$ cat src/rtl/cdr_loop_filter.sv
// cdr_loop_filter
//   Digital PI loop filter and phase accumulator of the CDR. The phase-detector
//   error has the PD offset removed (external or zero), is scaled by the
//   proportional and integral power-of-two gains, and is integrated into a
//   cyclic phase accumulator whose top Npi bits drive the phase interpolator.
//   JTAG overrides can force the PI code and supply the PD offset.
//
// Ports
//   clk                sole clock
//   rst                synchronous reset, active-high
//   pd_valid           pd_in valid this cycle
//   pd_in              signed phase error (Nadc bits)
//   sel_ext_pd_offset  use pd_offset_ext as PD offset (else 0); quasi-static
//   pd_offset_ext      signed PD offset (Nadc bits)
//   sel_ext_pi         force the PI code from pi_ctl_ext; quasi-static
//   pi_ctl_ext         forced PI code (Npi bits)
//   kp_shift           proportional gain 2^kp (0..8; 9..14 -> 8; 15 -> gain 0)
//   ki_shift           integral gain 2^ki (same coding)
//   pi_ctl             PI control code to interpolator
//   pi_ctl_upd         one-cycle pulse when the loop updated pi_ctl
module cdr_loop_filter #(
  parameter int Npi   = 9,
  parameter int Nadc  = 8,
  parameter int Nfrac = 8
) (
  input  logic            clk,
  input  logic            rst,
  input  logic            pd_valid,
  input  logic [Nadc-1:0] pd_in,
  input  logic            sel_ext_pd_offset,
  input  logic [Nadc-1:0] pd_offset_ext,
  input  logic            sel_ext_pi,
  input  logic [Npi-1:0]  pi_ctl_ext,
  input  logic [3:0]      kp_shift,
  input  logic [3:0]      ki_shift,
  output logic [Npi-1:0]  pi_ctl,
  output logic            pi_ctl_upd
);

  localparam int W = Npi + Nfrac;

  localparam logic [0:0] ST_TRACK = 1'b0;
  localparam logic [0:0] ST_EXT   = 1'b1;

  logic [1:0]            sync_pi_reg;
  logic [1:0]            sync_off_reg;
  logic [0:0]            state_reg;
  logic signed [Nadc:0]  err_reg;
  logic                  err_v_reg;
  logic signed [W-1:0]   integ_reg;
  logic [W-1:0]          acc_reg;
  logic                  upd_reg;

  logic [Nadc-1:0]       off_sel;
  logic signed [Nadc:0]  err_next;
  logic signed [W-1:0]   err_ext;
  logic [3:0]            kp_amt;
  logic [3:0]            ki_amt;
  logic signed [W-1:0]   p_val;
  logic signed [W-1:0]   i_val;
  logic signed [W:0]     integ_sum;
  logic signed [W-1:0]   integ_next;
  logic [W-1:0]          acc_next;

  always_comb begin
    off_sel  = sync_off_reg[1] ? pd_offset_ext : '0;
    // One extra bit keeps pd_in - offset exact (no saturation needed).
    err_next = {pd_in[Nadc-1], pd_in} - {off_sel[Nadc-1], off_sel};

    err_ext  = {{(W-Nadc-1){err_reg[Nadc]}}, err_reg};
    kp_amt   = (kp_shift > 4'd8) ? 4'd8 : kp_shift;
    ki_amt   = (ki_shift > 4'd8) ? 4'd8 : ki_shift;
    p_val    = (kp_shift == 4'hF) ? '0 : (err_ext <<< kp_amt);
    i_val    = (ki_shift == 4'hF) ? '0 : (err_ext <<< ki_amt);

    // Integrator saturates: a sign mismatch between the two top bits of the
    // one-bit-wider sum means the signed W-bit range was left.
    integ_sum = {integ_reg[W-1], integ_reg} + {i_val[W-1], i_val};
    if (integ_sum[W] != integ_sum[W-1]) begin
      integ_next = integ_sum[W] ? {1'b1, {(W-1){1'b0}}} : {1'b0, {(W-1){1'b1}}};
    end else begin
      integ_next = integ_sum[W-1:0];
    end

    // The accumulator is a phase: wrap-around modulo 2^W is intended.
    acc_next = acc_reg + p_val + integ_next;
  end

  always_ff @(posedge clk) begin
    if (rst) begin
      sync_pi_reg  <= '0;
      sync_off_reg <= '0;
      state_reg    <= ST_TRACK;
      err_reg      <= '0;
      err_v_reg    <= 1'b0;
      integ_reg    <= '0;
      acc_reg      <= '0;
      upd_reg      <= 1'b0;
    end else begin
      sync_pi_reg  <= {sync_pi_reg[0], sel_ext_pi};
      sync_off_reg <= {sync_off_reg[0], sel_ext_pd_offset};
      upd_reg      <= 1'b0;

      case (state_reg)
        ST_TRACK: begin
          if (sync_pi_reg[1]) begin
            // Mode change wins over a pending error: flush the pipeline.
            state_reg <= ST_EXT;
            acc_reg   <= {pi_ctl_ext, {Nfrac{1'b0}}};
            err_reg   <= '0;
            err_v_reg <= 1'b0;
          end else begin
            err_v_reg <= pd_valid;
            if (pd_valid) begin
              err_reg <= err_next;
            end
            if (err_v_reg) begin
              integ_reg <= integ_next;
              acc_reg   <= acc_next;
              upd_reg   <= 1'b1;
            end
          end
        end
        default: begin
          // Forced code; integrator is held so release is bumpless.
          acc_reg   <= {pi_ctl_ext, {Nfrac{1'b0}}};
          err_reg   <= '0;
          err_v_reg <= 1'b0;
          if (!sync_pi_reg[1]) begin
            state_reg <= ST_TRACK;
          end
        end
      endcase
    end
  end

  assign pi_ctl     = acc_reg[W-1 -: Npi];
  assign pi_ctl_upd = upd_reg;

endmodule
$ cat config.mk
export PLATFORM = sky130hd
export DESIGN_NAME = cdr_loop_filter
export DESIGN_NICKNAME = d
export VERILOG_FILES = /design/src/rtl/cdr_loop_filter.sv
export SDC_FILE = /design/constraint.sdc
export NUM_CORES = 1
export LEC_CHECK = 0
export ABC_AREA = 1
export CORE_ASPECT_RATIO = 1.4
export CORE_UTILIZATION = 35
export DETAILED_ROUTE_END_ITERATION = 10
export MAX_ROUTING_LAYER = met4
export PLACE_DENSITY_LB_ADDON = 0.05
export SYNTH_ARGS = -nofsm -noshare
export SYNTH_HDL_FRONTEND = slang
export SYNTH_SLANG_ARGS = --single-unit
$ cat constraint.sdc
create_clock -name clk -period 7.1 [get_ports clk]
set_clock_uncertainty 0.15 [all_clocks]
set_input_delay 1.42 -clock clk [delete_from_list [all_inputs] [get_ports clk]]
set_output_delay 1.42 -clock clk [all_outputs]
set_load 0.05 [all_outputs]
* Word level (Yosys, flattened, before mapping)
Cells that the tools add are included.
** Operators by class
- $lt $le $gt $ge :: 2
- Bitwise gates (word level) :: 2
- Equal/unequal tests :: 3
- $add $sub $neg :: 4
- Mux-type cells :: 12
- Reductions and logical operators :: 3
- Shift-type cells :: 2
** Operator list (count)
- two-way mux 17 bit :: 7
- adder 17 bit :: 2
- <<< shifter 17 x 4 -> 17 bit :: 2
- adder 17 x 17 -> 18 bit :: 1
- subtractor 8 x 8 -> 9 bit :: 1
- equality test 4 bit, second input constant :: 2
- greater-than comparator 4 bit, second input constant :: 2
- two-way mux 4 bit :: 2
- two-way mux 8 bit :: 1
- AND reduction 3 bit :: 1
- nonzero test 3 bit :: 1
- OR reduction 3 bit :: 1
- two-way mux 1 bit :: 2
- NOT 1 bit :: 2
- inequality test 1 bit :: 1
** Word-level totals
- Input port bits :: 38
- Word-level logic and storage cells :: 37
- Register bits :: 50
- Output and inout port bits :: 10

* Logic depth before layout (Yosys ltp)
Gate-level depths: netlist of run 1.
- Depth after elaboration :: 11
- Mapped depth :: 36
- Gate-level depth less buffers :: 34

* Least setup slack after synthesis of run 1
OpenSTA, ideal clock, no wires.
- Path type :: input-to-reg
- Start :: input ki_shift[3]
- End :: register acc_reg[9]
- Buffers on the path :: 3
- Setup slack :: 0.959 ns
- Required time :: 6.876 ns
- Stages :: 28
- Setup time :: 0.074 ns
- Arrival :: 5.916 ns
- Path through :: buf_2 > nor2_1 > inv_1 > buf_2 > o21ai_0 > nor2_1 > a211oi_1 > ha_1 > nand2_1 > nand2_1 > nand3_1 > nand2_1 > a21oi_2 > nand3_4 > nand2_8 > nor2_8 > inv_6 > buf_2 > nand2_1 > fa_1 > ha_1 > inv_1 > fa_1 > o21ai_0 > a21oi_1 > xor2_1 > or2_2 > a31oi_1
** Between the ends
- Longest elaborated chain between the ends :: 11
- Elaborated cells on any way between the ends :: 13
- Those cells by class :: 2 x add/sub; 1 x order compare; 2 x eq/ne; 1 x shift; 7 x mux
** RTL lines
- start: declaration :: RTL line 35 : input logic [3:0] ki_shift,
- greater-than comparator 4 bit :: RTL line 72 : ki_amt = (ki_shift > 4'd8) ? 4'd8 : ki_shift;
- two-way mux 4 bit :: RTL line 72
- <<< shifter 17 x 4 -> 17 bit :: RTL line 74 : i_val = (ki_shift == 4'hF) ? '0 : (err_ext <<< ki_amt);
- two-way mux 17 bit (*) :: RTL line 74
- adder 17 x 17 -> 18 bit (*) :: RTL line 78 : integ_sum = {integ_reg[W-1], integ_reg} + {i_val[W-1], i_val};
- two-way mux 17 bit / inequality test 1 bit (equally long branches) :: RTL line 80, 79
- two-way mux 17 bit (*) :: RTL line 79 : if (integ_sum[W] != integ_sum[W-1]) begin
- named net integ_next[1] :: RTL line 62 : logic signed [W-1:0] integ_next;
- adder 17 bit (*) :: RTL line 86 : acc_next = acc_reg + p_val + integ_next;
- two-way mux 17 bit (*) :: RTL line 117 : if (err_v_reg) begin
- two-way mux 17 bit (*) :: RTL line 106 : if (sync_pi_reg[1]) begin
- two-way mux 17 bit (*) :: RTL line 104 : case (state_reg)
- end signal: assignment :: RTL line 109 : acc_reg <= {pi_ctl_ext, {Nfrac{1'b0}}};
- end signal: assignment :: RTL line 119 : acc_reg <= acc_next;
- end signal: assignment :: RTL line 126 : acc_reg <= {pi_ctl_ext, {Nfrac{1'b0}}};
- end: declaration :: RTL line 51 : logic [W-1:0] acc_reg;
The timed path passes the listed nets; every way through them passes the cells marked *. The select of a mux whose other input is x is not followed.
A chain may end at the register's enable or synchronous reset.

* Worst setup path after layout of run 1
Ends and elaborated chain as after synthesis.

==> results of run 1 <==
==> cell usage in the layout (no fill, tap or decap), types with 17 or more instances in the layout <==
cell               n
clkdlybuf4s50_1   47
a21oi_1           53
nand2_1          207
nor2_1            84
ha_1              40
buf_4             17
dfxtp_1           50
xor2_1            21
o21ai_0           60
nand3_1           49
fa_1              19
inv_1            126
==> routing by layer <==
layer	part of all wire, %	GRT usage [%]	vias up
li1	-	-	2799
met1	44	25.43	2420
met2	51	38.72	97
met3	2.9	2.613	18
met4	2.5	7.123	0
met5	0	-	-
==> power breakdown <==
group	internal [uW]	total [uW]	switching (uW)	leakage [uW]
registers	307	333	26.1	0.000411
clock network	130	250	121	0.0000629
logic	297	789	492	0.00265
total	734	1370	639	0.00313
==> worst max-delay path by stage <==
stage / startpoint / slack, ns / depth (start not counted) / endpoint
final: ki_shift[3] / 0.50 / 27 / acc_reg[9]
after global routing: ki_shift[3] / 0.06 / 29 / acc_reg[9]
after CTS: ki_shift[3] / 0.28 / 28 / acc_reg[9]
after detailed placement: ki_shift[3] / -0.02 / 28 / acc_reg[9]
after global placement: ki_shift[3] / 0.05 / 28 / acc_reg[9]
after floorplan: ki_shift[3] / 0.96 / 28 / acc_reg[9]
==> final cells by class <==
class / instances / area share, %
clock buffers: 6 / 2.062
clock inverters: 1 / 0.1201
inverters: 129 / 7.826
flip-flops and latches: 50 / 16.01
repair buffers: 64 / 9.568
well taps: 192 / 3.843
multi-input cells: 640 / 60.57
==> Yosys cell counts, types with 3 or more instances <==
| cell | n |
|---|---|
| a21oi_1 | 53 |
| a221oi_1 | 6 |
| nand3_2 | 11 |
| nand2_1 | 208 |
| nand2_2 | 14 |
| or2_2 | 7 |
| clkbuf_1 | 10 |
| buf_2 | 10 |
| a21oi_2 | 4 |
| o21ai_0 | 62 |
| dfxtp_1 | 50 |
| o21ai_1 | 7 |
| fa_1 | 19 |
| o22ai_1 | 3 |
| xnor2_1 | 5 |
| buf_4 | 9 |
| nor2_1 | 85 |
| a211oi_1 | 8 |
| ha_1 | 40 |
| xor2_1 | 21 |
| inv_1 | 126 |
| a31oi_1 | 8 |
| o21a_1 | 5 |
| nor2_2 | 4 |
| nand3_1 | 49 |
| nor3_1 | 4 |
==> through the flow <==
| stage | utilization, % | power (uW) |
|---|---|---|
| 6_report | 41.34 | 1373 |
| 5_1_grt | 41.34 | 1499 |
| 4_1_cts | 41.29 | 1386 |
| 3_5_place_dp | 40.39 | 1127 |
| 3_3_place_gp | 40.39 | 1125 |
| 2_1_floorplan | - | 932.0 |
==> logic make-up (layout without fill, tap and decap cells) <==
group | Yosys count | in the layout | share of synthesized area, %
AOI/OAI and AO/OA | 164 | 164 | 16.98
xor gates and xnor gates | 26 | 26 | 4.171
adders and majority gates | 59 | 59 | 16.14
buffers and inverters | 161 | 200 | 12.49
DFF | 50 | 50 | 18.34
muxes | 1 | 1 | 0.1834
and+or+nand+nor | 390 | 390 | 31.70
==> worst max-delay path, stage by stage <==
cell and delay, ns:
clkdlybuf4s50_1 0.42, buf_4 0.18, nor2_1 0.15, inv_1 0.16, o21ai_0 0.40, a221oi_1 0.15
buf_4 0.18, ha_1 0.34, nand2_1 0.09, nand2_1 0.06, inv_2 0.05, o21ai_0 0.08
a21oi_1 0.22, nand3_1 0.13, nand2_2 0.17, nand2_4 0.15, nand2_2 0.10, nand2_1 0.10
fa_1 0.52, ha_1 0.19, inv_1 0.06, fa_1 0.43, o21ai_0 0.28, a21oi_1 0.13
xor2_1 0.15, or2_2 0.27, a31oi_1 0.12
==> summary.md, run 1 <==
| Metric | Value |
|---|---|
| Kind of critical path | in2reg |
| Final worst path period share | 92.91% |
| Hold path endpoint | sync_off_reg[1] |
| Final Instance Area | 0.006251 mm2 |
| FP Rows | 53 |
| Routed vias/inst | 4.930 |
| Initial antenna violation count | 0 |
| Post-CTS Hold Fix Bufs | 0 |
| Final setup viols | 0 |
| Worst vdd ir | 0.1163 mV |
| Status | finished clean |
| Final WS setup | 0.5033 ns |
| TritonCTS clock tree | yes |
| Largest net degree at the start of global routing | 38 |
| Reg2reg setup slack | 1.83 ns |
| Min Hold Slack | 0.2579 ns |
| # diodes | 0 |
| Slew Limit Headroom | 50.98% |
| Max-cap violations | 0 |
| Place WS | -0.02292 ns |
| First-pass GRT wire length | 26.15 mm |
| Critical Path Source Type | input pin |
| Register area | 0.001001 mm2 |
| RSZ-0062 raised after global routing | false |
| Post-Syn Instances | 851 |
| WL per Instance | 15.14 um |
| DR pass1 iterations | 5 |
| Routed Antenna Nets | 0 |
| EDFF count, synth | 0 |
| Crit Reg-Reg Endpoint | acc_reg[9] |
| Die Area | 0.01611 mm2 |
| Final HPWL DP | 13.25 mm |
| Fin Setup TNS | 0 ns |
| Ys Warns | 0 |
| Clock Sinks | 50 |
| Ys flop type | dfxtp_1 |
| Layout fillers | 1675 |
| Buffers on Ports | 47 |
| Gr ovfl total | 0 |
| Mapped Area | 0.005459 mm2 |
| Final Non-Filler Cells | 1082 |
| Die extent in y | 149.8 um |
| CP required | 7.19 ns |
| Ys async rst share | 0% |
| Multi-input logic area | 0.003786 mm2 |
| Detailed-route via count | 5334 |
| Share of post-route cells with drive strength above 1 | 8.315% |
| Syn Area/Cell | 6.415 um2 |
| Sequential share of the synthesized area | 18.34% |
| CP Max Fanout | 16 |
| Htree depth | 2 |
| Placed Area | 0.006107 mm2 |
| Fmax | 151.6 MHz |
| Final Max Tran Viols | 0 |
| Total wire length | 16.38 mm |
| Top post-synthesis cells by area | dfxtp_1, nand2_1, ha_1 |
| Worst-path clk slew | 0.07 ns |
| Post-layout minimum cycle time | 6.597 ns |
| Hold_sp | sync_off_reg[0] |
| Drt drc | 0 |
| Inserted Clock Buffers | 5 |
| Latest clock arrival within the worst-skew pair | 0.31 ns |
| Mapped Nets | 948 |
| Clk buf depth | 2 |
| Post-layout nets | 987 |
| Worst r2r src | err_reg[0] |
| Hold Path Class | reg2reg |
| Placed Instances | 1075 |
| Power Density | 219.7 mW/mm2 |
| Synth cell types | 43 |
| Hold path depth | 2 |
| Critical path arrival | 6.68 ns |
| Number of global-route vias before repair | 5168 |
| DRT iter0 DRCs | 267 |
| P&R area growth vs syn | 14.51% |
| Worst Max-Slew Pin Slew | 0.7345 ns |
| Synth top area share | 18.34% |
| Final Hold Violating Endpoints | 0 |
| Gpl congestion | 0.8885 |
| Core Region | 0.01512 mm2 |
| Root buffer cell | clkbuf_16 |
| Gr usage total | 21.88% |
| Die Width | 107.6 um |
| R2R cell count | 24 |
| Cell taking the most area after synthesis | dfxtp_1 |
| Crit end category | flip-flop |
| Flops & latches, synth | 50 |
| Number of setup buffers added after CTS | 0 |
| Initial Util | 36.11% |
| Leakage | 0.003126 uW |
| I/O pins | 48 |
| Post-cts resize count | 0 |
(Power assumes the default switching activity.)
==> run 2, diff against run 1 <==
Settings changed: CORE_ASPECT_RATIO 1.4 to 1.25, CORE_MARGIN set to 5.
Clock period 7.1 ns to 8.4 ns, I/O delays scaled along.
==> run 2 against run 1 <==
Die area grew 13%. Sequential cell count is the same. Non-clock buffer count shrank 15. Critical path type unchanged. Highest routed layer unchanged.
==> summary.md, run 2 (same netlist as run 1, synthesis figures left out) <==
| Metric | Value |
|---|---|
| DRT iter0 DRCs | 243 (-9.0%) |
| Comb power frac | 55.2% (-2.3 points) |
| Worst r2r src | err_reg[5] |
| Drt drc | 0 (unchanged) |
| Final Max Tran Viols | 0 (unchanged) |
| Crit path capture | acc_reg[9] |
| Critical Path Source Type | input pin |
| Register share of total power | 23.9% (-0.4 points) |
| Most common cell after layout, fill and taps aside | nand2_1 |
| CP required | 8.48 ns (+1.29 ns) |
| P&R area growth vs syn | 13.36% |
| CP Max Fanout | 22 (+6) |
| FP Rows | 51 (-3.8%) |
| Final Instance Area | 0.006188 mm2 (-1.0%) |
| Sw frac | 45.29% (-1.3 points) |
| Number of setup buffers added after CTS | 0 (unchanged) |
| Core Region | 0.01544 mm2 (+2.1%) |
| I/O pins | 48 (unchanged) |
| Clock Sinks | 50 (unchanged) |
| Core Util, Final | 40.07% (-1.3 points) |
| # diodes | 0 (unchanged) |
| Gr usage total | 18.99% (-2.9 points) |
| Initial antenna violation count | 0 (unchanged) |
| Slew Limit Headroom | 51.24% (+0.25 points) |
| Crit Reg-Reg Endpoint | acc_reg[9] |
| Buffers on Ports | 47 (unchanged) |
| Worst Setup SP | ki_shift[3] |
| Gr ovfl total | 0 (unchanged) |
| Post-layout minimum cycle time | 7.605 ns |
| Power Density | 190.8 mW/mm2 (-13%) |
| RSZ-0062 raised after global routing | false |
| Crit end category | flip-flop |
| Kind of critical path | in2reg |
| First-pass GRT wire length | 26.36 mm (+0.79%) |
| Inserted Clock Buffers | 5 (unchanged) |
| Worst vdd ir | 0.1099 mV (-5.5%) |
| Leakage | 0.003071 uW (-1.7%) |
| Max-cap violations | 0 (unchanged) |
| Largest net degree at the start of global routing | 39 (+2.6%) |
| Highest-count cells in the layout ignoring fill and taps | nand2_1, inv_1, nor2_1 |
| Sw Pwr | 534.7 uW (-16%) |
| TritonCTS clock tree | yes |
| Post-cts resize count | 0 (unchanged) |
| Fin Setup TNS | 0 ns (unchanged) |
| Final Hold Violating Endpoints | 0 (unchanged) |
| Htree depth | 2 (unchanged) |
| DR pass1 iterations | 5 (unchanged) |
| Post-CTS Hold Fix Bufs | 0 (unchanged) |
| Latest clock arrival within the worst-skew pair | 0.30 ns (about the same) |
| Clock share of power | 20.9% (+2.7 points) |
| WL per Instance | 14.90 um (-1.6%) |
| Number of global-route vias before repair | 5105 (-1.2%) |
| Clk buf depth | 2 (unchanged) |
| Hold Path Class | reg2reg |
| Total wire length | 16.19 mm (-1.1%) |
| Detailed-route via count | 5190 (-2.7%) |
| Reg2reg setup slack | 2.90 ns (+1.07 ns) |
| Worst-path clk slew | 0.07 ns (about the same) |
| Initial Util | 35.35% (-0.75 points) |
| Status | finished clean |
| Final setup viols | 0 (unchanged) |
| Final HPWL DP | 13.19 mm (-0.46%) |
| Gpl congestion | 0.9396 (+5.8%) |
| R2R cell count | 26 (+8.3%) |
| Critical path arrival | 7.69 ns (+1.01 ns) |
| Die Width | 121.7 um (+13%) |
| Share of post-route cells with drive strength above 1 | 6.629% (-1.7 points) |
| Post-layout nets | 972 (-1.5%) |
| Routed vias/inst | 4.775 (-3.1%) |
| Routed Antenna Nets | 0 (unchanged) |
| Placed Area | 0.006020 mm2 (-1.4%) |
| Die extent in y | 149.6 um (about the same) |
| Fmax | 131.5 MHz |
| Worst Max-Slew Pin Slew | 0.7306 ns (-0.003817 ns) |
| Die Area | 0.01821 mm2 (+13%) |
| Cell Int Power | 646.1 uW (-12%) |
| Final worst path period share | 90.53% |
| Root buffer cell | clkbuf_16 |
## run 2: area by class of cell
| type | count | area [um2] |
|---|---|---|
| clock buffers | 6 | 138.9 |
| clock inverters | 1 | 30.03 |
| fillers | 1719 | 9254 |
| inverters | 129 | 489.2 |
| multi-input cells | 640 | 3779 |
| flip-flops and latches | 50 | 1001 |
| well taps | 212 | 265.3 |
| repair buffers | 49 | 485.5 |
## run 2: worst min-delay path by stage
stage / to / cells past startpoint / startpoint
3_5_place_dp: sync_off_reg[1] / 2 / sync_off_reg[0]
3_3_place_gp: sync_off_reg[1] / 2 / sync_off_reg[0]
6_report: sync_off_reg[1] / 2 / sync_off_reg[0]
4_1_cts: sync_off_reg[1] / 2 / sync_off_reg[0]
5_1_grt: sync_pi_reg[1] / 2 / sync_pi_reg[0]
2_1_floorplan: sync_off_reg[1] / 2 / sync_off_reg[0]
## run 2: per-layer routing
layer  GRT usage [%]  up-vias  wire, um
met5               -        -         0
met1           23.57     2326      7509
met3           2.647       20       332
met2           32.39       68      7939
li1                -     2776         -
met4           5.045        0       412
## run 2: power groups by stage
| stage | logic (uW) | clock network [uW] | registers, uW |
|---|---|---|---|
| after floorplan | 508 | 0 | 280 |
| after global placement | 652 | 0 | 288 |
| after detailed placement | 651 | 0 | 288 |
| after CTS | 657 | 260 | 283 |
| after global routing | 746 | 266 | 285 |
| final | 652 | 247 | 282 |
## run 2: stage by stage
step / hold slack [ns] / instances / total power [uW] / setup WS (ns)
3_3_place_gp: 0.2517 / 1080 / 940.1 / 0.5393
3_5_place_dp: 0.2532 / 1080 / 939.2 / 0.4941
4_1_cts: 0.2654 / 1087 / 1199 / 0.8008
2_1_floorplan: 0.2383 / 851 / 787.8 / 1.999
6_report: 0.2624 / 1087 / 1181 / 0.7953
5_1_grt: 0.2906 / 1087 / 1297 / 0.2653
## run 2: worst max-delay path: stages
cell,delay (ns)
clkdlybuf4s50_1,0.59
inv_1,0.22
nand2_1,0.31
o21ai_0,0.40
nand2_1,0.08
o21ai_0,0.16
nor2_1,0.08
a211oi_1,0.47
ha_1,0.39
nand2_1,0.08
inv_1,0.05
nand2_1,0.06
nand2_1,0.07
a21oi_1,0.22
nand3_1,0.13
nand2_2,0.17
nand2_4,0.19
nand2_2,0.12
nand2_1,0.09
fa_1,0.52
ha_1,0.17
inv_1,0.06
fa_1,0.42
o21ai_0,0.30
a21oi_1,0.14
xor2_1,0.16
or2_2,0.27
a31oi_1,0.12
==> run 3, diff against run 2 <==
Settings changed: CORE_UTILIZATION 35 to 50, PLACE_DENSITY_LB_ADDON 0.05 to 0.15.
==> run 3 against run 2 <==
Global-route usage is 5.1 points higher. Die area shrank 28%. Non-clock buffer count unchanged. Combinational power is essentially flat. Critical endpoint unchanged. Clock power fell by 19%. Sequential cell count is the same. Worst setup slack improved by 0.12 ns. Sequential share of layout area rose by 0.36 points. Largest cell class unchanged. Register-to-register slack improved by 0.15 ns. Worst hold slack worse by 0.0036 ns. Maximum frequency grew 1.7%. Via count is 2.7% higher.
==> summary.md, run 3 (same netlist as run 1, synthesis figures left out) <==
| Metric | Value |
|---|---|
| Fmax | 133.7 MHz (+1.7%) |
| Placed Area | 0.005919 mm2 (-1.7%) |
| # diodes | 0 (unchanged) |
| Fin Setup TNS | 0 ns (unchanged) |
| Critical path's slowest cell | clkdlybuf4s50_1 |
| Routed Antenna Nets | 0 (unchanged) |
| Share of post-route cells with drive strength above 1 | 6.400% (-0.23 points) |
| Root buffer cell | clkbuf_16 |
| Layout fillers | 1063 (-38%) |
| Gr usage total | 24.06% (+5.1 points) |
| RSZ-0062 raised after global routing | false |
| I/O pins | 48 (unchanged) |
| Die Area | 0.01312 mm2 (-28%) |
| DRT iter0 DRCs | 300 (+23%) |
| Inserted Clock Buffers | 5 (unchanged) |
| Critical Path Source Type | input pin |
| Post-layout nets | 972 (unchanged) |
| WL per Instance | 14.69 um (-1.4%) |
| Final worst path period share | 89.06% (-1.5 points) |
| Total wire length | 14.79 mm (-8.7%) |
| Post-cts resize count | 0 (unchanged) |
| Clock Sinks | 50 (unchanged) |
| First-pass GRT wire length | 24.30 mm (-7.8%) |
| Clk buf depth | 2 (unchanged) |
| Max-cap violations | 0 (unchanged) |
| Crit end category | flip-flop |
| CP most frequent cell | nand2_1 |
| Min Hold Slack | 0.2588 ns (-0.003572 ns) |
| FP Rows | 42 (-18%) |
| Routed vias/inst | 5.292 (+11%) |
| CP peak stage delay | 0.69 ns (+0.10 ns) |
| Number of setup buffers added after CTS | 0 (unchanged) |
| Core Region | 0.01067 mm2 (-31%) |
| Leakage | 0.003052 uW (-0.62%) |
| Post-CTS Hold Fix Bufs | 0 (unchanged) |
| Critical path arrival | 7.56 ns (-0.13 ns) |
| Highest-count cells in the layout ignoring fill and taps | nand2_1, inv_1, nor2_1 |
| Critical path's top delay family | compound AO/OA/AOI/OAI gates |
| Status | finished clean |
| Final HPWL DP | 11.96 mm (-9.3%) |
| Worst-path clk slew | 0.07 ns (about the same) |
| Initial antenna violation count | 0 (unchanged) |
| Power Density | 186.8 mW/mm2 (-2.1%) |
| Htree depth | 2 (unchanged) |
| TritonCTS clock tree | yes |
| Core Util, Final | 56.73% (+17 points) |
| Worst Max-Slew Pin Slew | 0.7127 ns (-0.01796 ns) |
| Gpl congestion | 0.9169 (-2.4%) |
| Buf/Inv on CP | 4 (unchanged) |
| Post-layout minimum cycle time | 7.481 ns (-0.1237 ns) |
| Largest net degree at the start of global routing | 34 (-13%) |
| Final Max Tran Viols | 0 (unchanged) |
| CP Max Fanout | 22 (unchanged) |
| Most common cell after layout, fill and taps aside | nand2_1 |
| CP required | 8.48 ns (about the same) |
| Latest clock arrival within the worst-skew pair | 0.30 ns (about the same) |
| Die extent in y | 126.8 um (-15%) |
| Number of global-route vias before repair | 5052 (-1.0%) |
| Kind of critical path | in2reg |
| Final Instance Area | 0.006052 mm2 (-2.2%) |
| Die Width | 103.5 um (-15%) |
| Buffers on Ports | 47 (unchanged) |
| Final setup viols | 0 (unchanged) |
| Slew Limit Headroom | 52.44% (+1.2 points) |
| Hold Path Class | reg2reg |
| Detailed-route via count | 5329 (+2.7%) |
| Worst vdd ir | 0.1428 mV (+30%) |
| Drt drc | 0 (unchanged) |
| Initial Util | 51.17% (+16 points) |
| Gr ovfl total | 0 (unchanged) |
| P&R area growth vs syn | 10.86% |
| Final Hold Violating Endpoints | 0 (unchanged) |
| DR pass1 iterations | 5 (unchanged) |
==> run 3: area by class of cell <==
cell class                      instances  area, um2  share of cell area, %
Sequential cell                        50       1001                  16.54
Tap cell                              132      165.2                  2.729
Clock buffer                            7      132.6                  2.191
Inverter                              129      489.2                  8.084
Timing Repair Buffer                   49      485.5                  8.022
Multi-Input combinational cell        640       3779                  62.44
==> run 3: metrics by stage <==
step           std cells  power, uW  setup WS, ns
2_1_floorplan        851      787.8         1.999
3_3_place_gp        1000      919.3        0.7312
3_5_place_dp        1000      925.5        0.6064
4_1_cts             1007       1130        0.9195
5_1_grt             1007       1236        0.4708
6_report            1007       1130        0.9190
==> run 3: worst paths after layout <==
path	startpoint	cells after the start	end	slack, ns
setup / recovery	ki_shift[3]	28	acc_reg[9]	0.92
hold / removal	sync_pi_reg[0]	2	sync_pi_reg[1]	0.26
setup reg to reg	err_reg[5]	27	acc_reg[9]	3.05
hold reg to reg	sync_pi_reg[0]	2	sync_pi_reg[1]	0.26
==> run 3: worst reg2reg max path: stages, from the launching register on <==
cell and delay, ns:
dfxtp_1 0.35, inv_1 0.12, o21ai_0 0.31, nand2_1 0.07, o21ai_0 0.14, nor2_1 0.07
a211oi_1 0.41, ha_1 0.37, nand2_1 0.08, nand2_1 0.07, nand3_1 0.08, nand2_1 0.08
a21oi_2 0.25, nand2_2 0.12, nand2_4 0.10, nand2_8 0.07, nand2_4 0.21, a21oi_1 0.17
fa_1 0.41, inv_1 0.08, ha_1 0.16, inv_1 0.06, fa_1 0.42, o21ai_0 0.29
a21oi_1 0.12, xor2_1 0.15, or2_2 0.27, a31oi_1 0.11
==> run 3: report_power, final <==
group	leakage (uW)	internal, uW	switching (uW)
clock	0.0000640	109	91.1
sequential	0.000411	260	21.5
combinational	0.00258	239	410
total	0.00305	608	522
==> run 3: per-layer routing <==
layer | track usage (%) | up-vias | part of all wire (%)
met4 | 8.460 | 0 | 3.1
met5 | - | - | 0
met2 | 38.78 | 121 | 48
li1 | - | 2759 | -
met1 | 31.01 | 2420 | 44
met3 | 2.526 | 29 | 4.1
